<file path="src/rtl/regfile_cmd_seq.sv">
// regfile_cmd_seq: debounced button to timed data-bus/strobe sequence for a 16x4 register file
module regfile_cmd_seq #(
  parameter int DEBOUNCE_CYCLES = 16,
  parameter int STROBE_CYCLES   = 4
) (
  input  logic       clk,
  input  logic       rst_n,
  input  logic       btn,
  input  logic       op,
  input  logic [3:0] addr_a,
  input  logic [3:0] addr_b,
  input  logic [3:0] wdata,
  output logic [3:0] sw_out,
  output logic       strb_rr1,
  output logic       strb_rr2,
  output logic       strb_wr,
  output logic       strb_wd,
  output logic       strb_we,
  output logic       busy,
  output logic       done
);
  localparam int DW = $clog2(DEBOUNCE_CYCLES + 1);
  localparam int CW = $clog2(STROBE_CYCLES + 1);
  typedef enum logic [2:0] {S_IDLE, S_SETUP, S_STROBE, S_HOLD, S_FIN} state_t;
  logic [1:0] sync;
  logic db;
  logic [DW-1:0] dcnt;
  logic press;
  state_t st, st_n;
  logic [1:0] step, step_n;
  logic [CW-1:0] scnt, scnt_n;
  logic op_q, op_n;
  logic [3:0] a_q, a_n, b_q, b_n, d_q, d_n;
  logic [3:0] sw_n;
  logic [4:0] strb_n, sel;
  logic act;
  always_ff @(posedge clk or negedge rst_n)
    if (!rst_n) begin
      sync <= '0;
      db   <= 1'b0;
      dcnt <= '0;
    end else begin
      sync <= {sync[0], btn};
      if (sync[1] == db) dcnt <= '0;
      else if (dcnt == DW'(DEBOUNCE_CYCLES - 1)) begin
        db   <= sync[1];
        dcnt <= '0;
      end else dcnt <= dcnt + 1'b1;
    end
  // press fires in the same cycle the debounced level rises
  assign press = sync[1] & ~db & (dcnt == DW'(DEBOUNCE_CYCLES - 1));
  always_ff @(posedge clk or negedge rst_n)
    if (!rst_n) begin
      st     <= S_IDLE;
      step   <= '0;
      scnt   <= '0;
      op_q   <= 1'b0;
      a_q    <= '0;
      b_q    <= '0;
      d_q    <= '0;
      sw_out <= '0;
      {strb_we, strb_wd, strb_wr, strb_rr2, strb_rr1} <= '0;
      busy   <= 1'b0;
      done   <= 1'b0;
    end else begin
      st     <= st_n;
      step   <= step_n;
      scnt   <= scnt_n;
      op_q   <= op_n;
      a_q    <= a_n;
      b_q    <= b_n;
      d_q    <= d_n;
      sw_out <= sw_n;
      {strb_we, strb_wd, strb_wr, strb_rr2, strb_rr1} <= strb_n;
      busy   <= act;
      done   <= st_n == S_FIN;
    end
  always_comb begin
    st_n   = st;
    step_n = step;
    scnt_n = scnt;
    op_n   = op_q;
    a_n    = a_q;
    b_n    = b_q;
    d_n    = d_q;
    case (st)
      S_IDLE, S_FIN: begin
        st_n = press ? S_SETUP : S_IDLE;
        if (press) begin
          step_n = '0;
          op_n   = op;
          a_n    = addr_a;
          b_n    = addr_b;
          d_n    = wdata;
        end
      end
      S_SETUP: begin
        st_n   = S_STROBE;
        scnt_n = '0;
      end
      S_STROBE: begin
        st_n   = (scnt == CW'(STROBE_CYCLES - 1)) ? S_HOLD : S_STROBE;
        scnt_n = (scnt == CW'(STROBE_CYCLES - 1)) ? scnt : scnt + 1'b1;
      end
      S_HOLD: begin
        st_n   = (step == (op_q ? 2'd3 : 2'd1)) ? S_FIN : S_SETUP;
        step_n = (step == (op_q ? 2'd3 : 2'd1)) ? step : step + 1'b1;
      end
      default: st_n = S_IDLE;
    endcase
  end
  // outputs decoded from next state so every output is a flop
  always_comb begin
    act    = st_n == S_SETUP || st_n == S_STROBE || st_n == S_HOLD;
    sel    = op_n ? (step_n == 2'd0 ? 5'b00100 : step_n == 2'd1 ? 5'b01000 : 5'b10000)
                  : (step_n == 2'd0 ? 5'b00001 : 5'b00010);
    sw_n   = !act ? 4'h0
           : op_n ? (step_n == 2'd0 ? a_n : step_n == 2'd1 ? d_n : step_n == 2'd2 ? 4'hF : 4'h0)
                  : (step_n == 2'd0 ? a_n : b_n);
    strb_n = st_n == S_STROBE ? sel : 5'b0;
  end
endmodule

</file>
<file path="config.mk">
export PLATFORM = sky130hd
export DESIGN_NAME = regfile_cmd_seq
export DESIGN_NICKNAME = d
export VERILOG_FILES = /design/src/rtl/regfile_cmd_seq.sv
export SDC_FILE = /design/constraint.sdc
export NUM_CORES = 1
export LEC_CHECK = 0
export CORE_MARGIN = 1
export CORE_UTILIZATION = 40
export CTS_BUF_LIST = sky130_fd_sc_hd__clkbuf_8
export DETAILED_ROUTE_END_ITERATION = 10
export GPL_ROUTABILITY_DRIVEN = 1
export PLACE_DENSITY = 0.68
export SYNTH_ARGS = -nofsm -noshare
export SYNTH_HDL_FRONTEND = slang
export SYNTH_SLANG_ARGS = --single-unit
</file>
<file path="constraint.sdc">
create_clock -name clk -period 2.5 [get_ports clk]
set_input_delay 0.25 -clock clk [delete_from_list [all_inputs] [get_ports clk]]
set_output_delay 0.25 -clock clk [all_outputs]
set_load 0.01 [all_outputs]
</file>
After elaboration in Yosys (flattened, before gate mapping). Cells that the tools add are included.

Bitwise logic cells: 4. $add $sub $neg: 3. Equal/unequal tests: 15. Muxes and demuxes: 31. Reduce and logical (&&, ||, !) cells: 8.

Operators by type and width (count): 4-bit 2-to-1 mux (12); 5-bit 2-to-1 mux (6); 3-bit by 2-bit == test with 1-bit output (second input constant) (5); 3-bit case mux with 4 select lines (1); 2-bit 2-to-1 mux (4); 3-bit by 1-bit == test with 1-bit output (second input constant) (2); 3-bit == test (second input constant) (2); 3-bit 2-to-1 mux (2); 3-bit case mux with 2 select lines (1); 5-bit by 1-bit adder with 5-bit output (second input constant) (1); 5-bit by 4-bit == test with 1-bit output (second input constant) (1); 1-bit 2-to-1 mux (4); 2-bit case mux with 2 select lines (1); 2-bit AND reduction (2); 3-bit by 1-bit adder with 3-bit output (second input constant) (1); 3-bit zero test (1); 2-bit by 1-bit adder with 2-bit output (second input constant) (1); 1-bit AND (2); 2-bit by 1-bit == test with 1-bit output (second input constant) (1); 2-bit == test (1); 2-bit == test (second input constant) (1); 2-bit zero test (1); 1-bit logical OR (2); 2-bit inequality test (second input constant) (1); 4 further kinds (5).

Bits in registers: 40.

Depth between registers and ports, before layout.
Word-level depth: 11. Depth in mapped cells: 9.

Worst setup path after synthesis. Ideal clock, no wire load.

Path kind: flip-flop to flip-flop. Start: register dcnt[0] (netlist name). End: register scnt[0]. Setup time: 125 ps. Slack: 543 ps. Arrival time: 1832 ps. Stages on the path, launching flop included: 7. Data required time: 2375 ps. Path through: dfrtp_1 > ha_1 > nand4b_1 > nor2_2 > or4b_1 > buf_2 > mux2_2.

RTL lines: to (signal assigned) (line 68) `scnt <= scnt_n;`; to (decl) (line 31) `logic [CW-1:0] scnt, scnt_n;`.

==> flow_summary.json <==
{
  "cp_max_fo": 9,
  "synth.net_count": 201,
  "synth.area.mux_share": 0.01705,
  "port-buffer-count": 26,
  "routedWlPerCell_um": 13.66,
  "cts_tree": "yes",
  "wl_um": 3539,
  "place_congestion": 0.7972,
  "power_leakage_uw": 0.001017,
  "clockRootBuffer": "clkbuf_8",
  "rows": 24,
  "gr-usage-all-layers": 0.1656,
  "setup_tns_ns": 0,
  "worstReg2RegStart": "dcnt[0]",
  "synth_seq_area_share": 0.5457,
  "synthFlopType": "dfrtp_1",
  "finalNetCount": 226,
  "dpl-instance-area_sq_um": 2106,
  "cp-end-kind": "register",
  "grt_pass1_vias": 1341,
  "die_y_um": 69.72,
  "dieArea_sq_um": 4860,
  "first_pass_iters": 5,
  "setup_violations": 0,
  "worstSetupStartpointType": "register",
  "reg2reg_depth": 5,
  "ys_warn_count": 0,
  "core_area_sq_um": 4384,
  "cap_violations": 0,
  "rsz0062_at_grt": "no",
  "crit_slowest_cell": "or4b_1",
  "synth_xor_area_frac": 0.02387,
  "synth_top_area_share": 0.5457,
  "numCtsBuffers": 5,
  "period_share": 0.8701,
  "fmaxAchievable_ghz": 0.4597,
  "syn-cell-area_sq_um": 1834,
  "clock_sinks": 40,
  "finish.instance_area_sq_um": 2227,
  "synth_top_family_by_area": "simple AND/OR/NAND/NOR gates",
  "synth.distinct_cells": 40,
  "slowest_delay_ns": 0.70,
  "critPathKind": "reg -> reg",
  "finalPower_uw": 1256,
  "rr_endpoint": "scnt[0]",
  "drive_gt1_frac": 0.08213,
  "critPathArrivalTime_ns": 2.35,
  "ys_ff_latch": 40,
  "htree_levels": 2,
  "start_util": 0.4184,
  "grt_max_degree": 41,
  "cts.reportedPaths.clkPinSlew_ns": 0.08,
  "finalNonFillerCells": 259,
  "drv_slew": 0,
  "yosys.area_share.simple": 0.2183,
  "clk_path_buf_depth": 2,
  "ir_drop_mv": 0.2467,
  "synth_area_leaders": "dfrtp_1, nand2_1, ha_1",
  "grt_antenna_before_repair": 0,
  "path_cells": "ha_1, nand4b_1, nor2_2, or4b_1, mux2_2",
  "postLayoutCoreUtil": 0.5080,
  "clock_insertion_delay_worst_skew_ns": 0.29,
  "relSlewSlack": 0.4145,
  "tightest_slew_ns": 0.8783,
  "synthAdderAreaFrac": 0.02729,
  "post_cts_resized": 0,
  "avgSynthCellArea_sq_um": 10.13,
  "final_hold_viol_count": 0,
  "ant_nets": 0,
  "cts_hold_buf": 0,
  "finalClockSkew_ns": 0.01031,
  "synthCells": 181,
  "synth-async-reset-ratio": 1.000,
  "placed_cells": 251,
  "syn_to_final_growth_pct": 21.42,
  "vias": 1351,
  "r2r_slack_ns": 0.32,
  "synth_compound_area_frac": 0.1105,
  "hold_path.class": "in -> async",
  "status": "completed",
  "synth_edf_count": 0,
  "layout_min_cycle_time_ns": 2.175,
  "power_density_nw_per_um2": 563.9,
  "num_antenna_cells": 0,
  "vias_per_cell": 5.216,
  "drcViolationCount": 0,
  "synth_area_leader_cell": "dfrtp_1",
  "die_w_um": 69.72,
  "cts_setup_buffers": 0,
  "overflow": 0,
  "grt_pass1_wl_um": 6244,
  "cp.required_ns": 2.67,
  "dp_hpwl_um": 2403,
  "drt_iter0_markers": 53,
  "ios": 27
}
## cell families (layout without fill, tap and decap cells)
kind of cell             Yosys count  in the layout
flip-flops                        40             40
multiplexers                       3              3
XOR/XNOR                           5              5
AND/OR/NAND/NOR                   78             78
buffers and inverters             20             46
AO/OA/AOI/OAI                     31             31
adder cells (fa/ha/maj)            4              4
## sequential cells by signal, indices dropped and copies added, names as in the netlist
name,count
strb_rr2,1
op_q,1
strb_wr,1
sync,2
dcnt,5
strb_rr1,1
done,1
sw_out,4
db,1
d_q,4
st,3
b_q,4
scnt,3
busy,1
strb_wd,1
step,2
strb_we,1
a_q,4
## worst max-delay path: cells and delay by family (launching register included)
family	cells	cell delay, ns
muxes	1	0.33
DFF	1	0.40
and+or+nand+nor	3	1.09
adders and majority gates	1	0.24
## final cells by class
class / count / area [sq um]
timing repair buffer: 29 / 277.8
sequential: 40 / 1001
multi-input combinational: 121 / 728.2
inverter: 9 / 33.78
clock inverter: 2 / 38.79
tap: 52 / 65.06
fill: 416 / 2157
clock buffer: 6 / 82.58
## how the worst max path moves through the flow
stage                   end     from  slack, ns
floorplan           scnt[0]  dcnt[0]       0.54
global placement    scnt[0]  dcnt[0]       0.40
detailed placement  scnt[0]  dcnt[0]       0.35
CTS                 scnt[0]  dcnt[0]       0.31
global route        scnt[0]  dcnt[0]       0.18
finish              scnt[0]  dcnt[0]       0.32
## cells in the final DEF, fill, tap and decap left out, types with 4 or more instances in the layout
| cell | count |
|---|---|
| a211oi_1 | 4 |
| nor4_1 | 7 |
| dfrtp_1 | 40 |
| clkdlybuf4s50_1 | 25 |
| nand2_1 | 35 |
| a21oi_1 | 5 |
| o21ai_0 | 9 |
| inv_1 | 9 |
| nand3_1 | 5 |
| ha_1 | 4 |
| nor2_1 | 7 |
| clkbuf_8 | 6 |
| o22ai_1 | 4 |
## synthesized netlist by cell type, types with 3 or more instances
| library cell | n |
|---|---|
| xnor2_1 | 3 |
| nor3_1 | 3 |
| a21oi_1 | 5 |
| inv_1 | 9 |
| clkbuf_1 | 4 |
| nor4_1 | 7 |
| o22ai_1 | 4 |
| buf_6 | 3 |
| a22o_1 | 3 |
| nor2_1 | 7 |
| a211oi_1 | 4 |
| dfrtp_1 | 40 |
| nand3_1 | 5 |
| nor2b_1 | 3 |
| o21ai_0 | 9 |
| ha_1 | 4 |
| nand2_1 | 35 |
| buf_2 | 3 |
## metrics by stage
stage                     worst slack (ns)  hold slack (ns)
after floorplan                     0.5433         -0.04559
after global placement              0.3960           0.3484
after detailed placement            0.3466           0.3379
after CTS                           0.3073          0.09468
after global routing                0.1825           0.1339
final                               0.3247          0.06797
## report_power, final
group | internal [uW] | switching, uW | total (uW)
logic | 26.6 | 22.8 | 49.3
clock network | 326 | 223 | 549
registers | 653 | 4.45 | 657
total | 1010 | 250 | 1260
## per-layer routing
metal  part of all wire  GRT usage  vias up
met1               0.50     0.2304      642
met4              0.018    0.06667        0
met3              0.039    0.04360        6
met5                  0          0        -
li1                   -          -      673
met2               0.45     0.2470       30
Power figures use the tool's default switching activity.
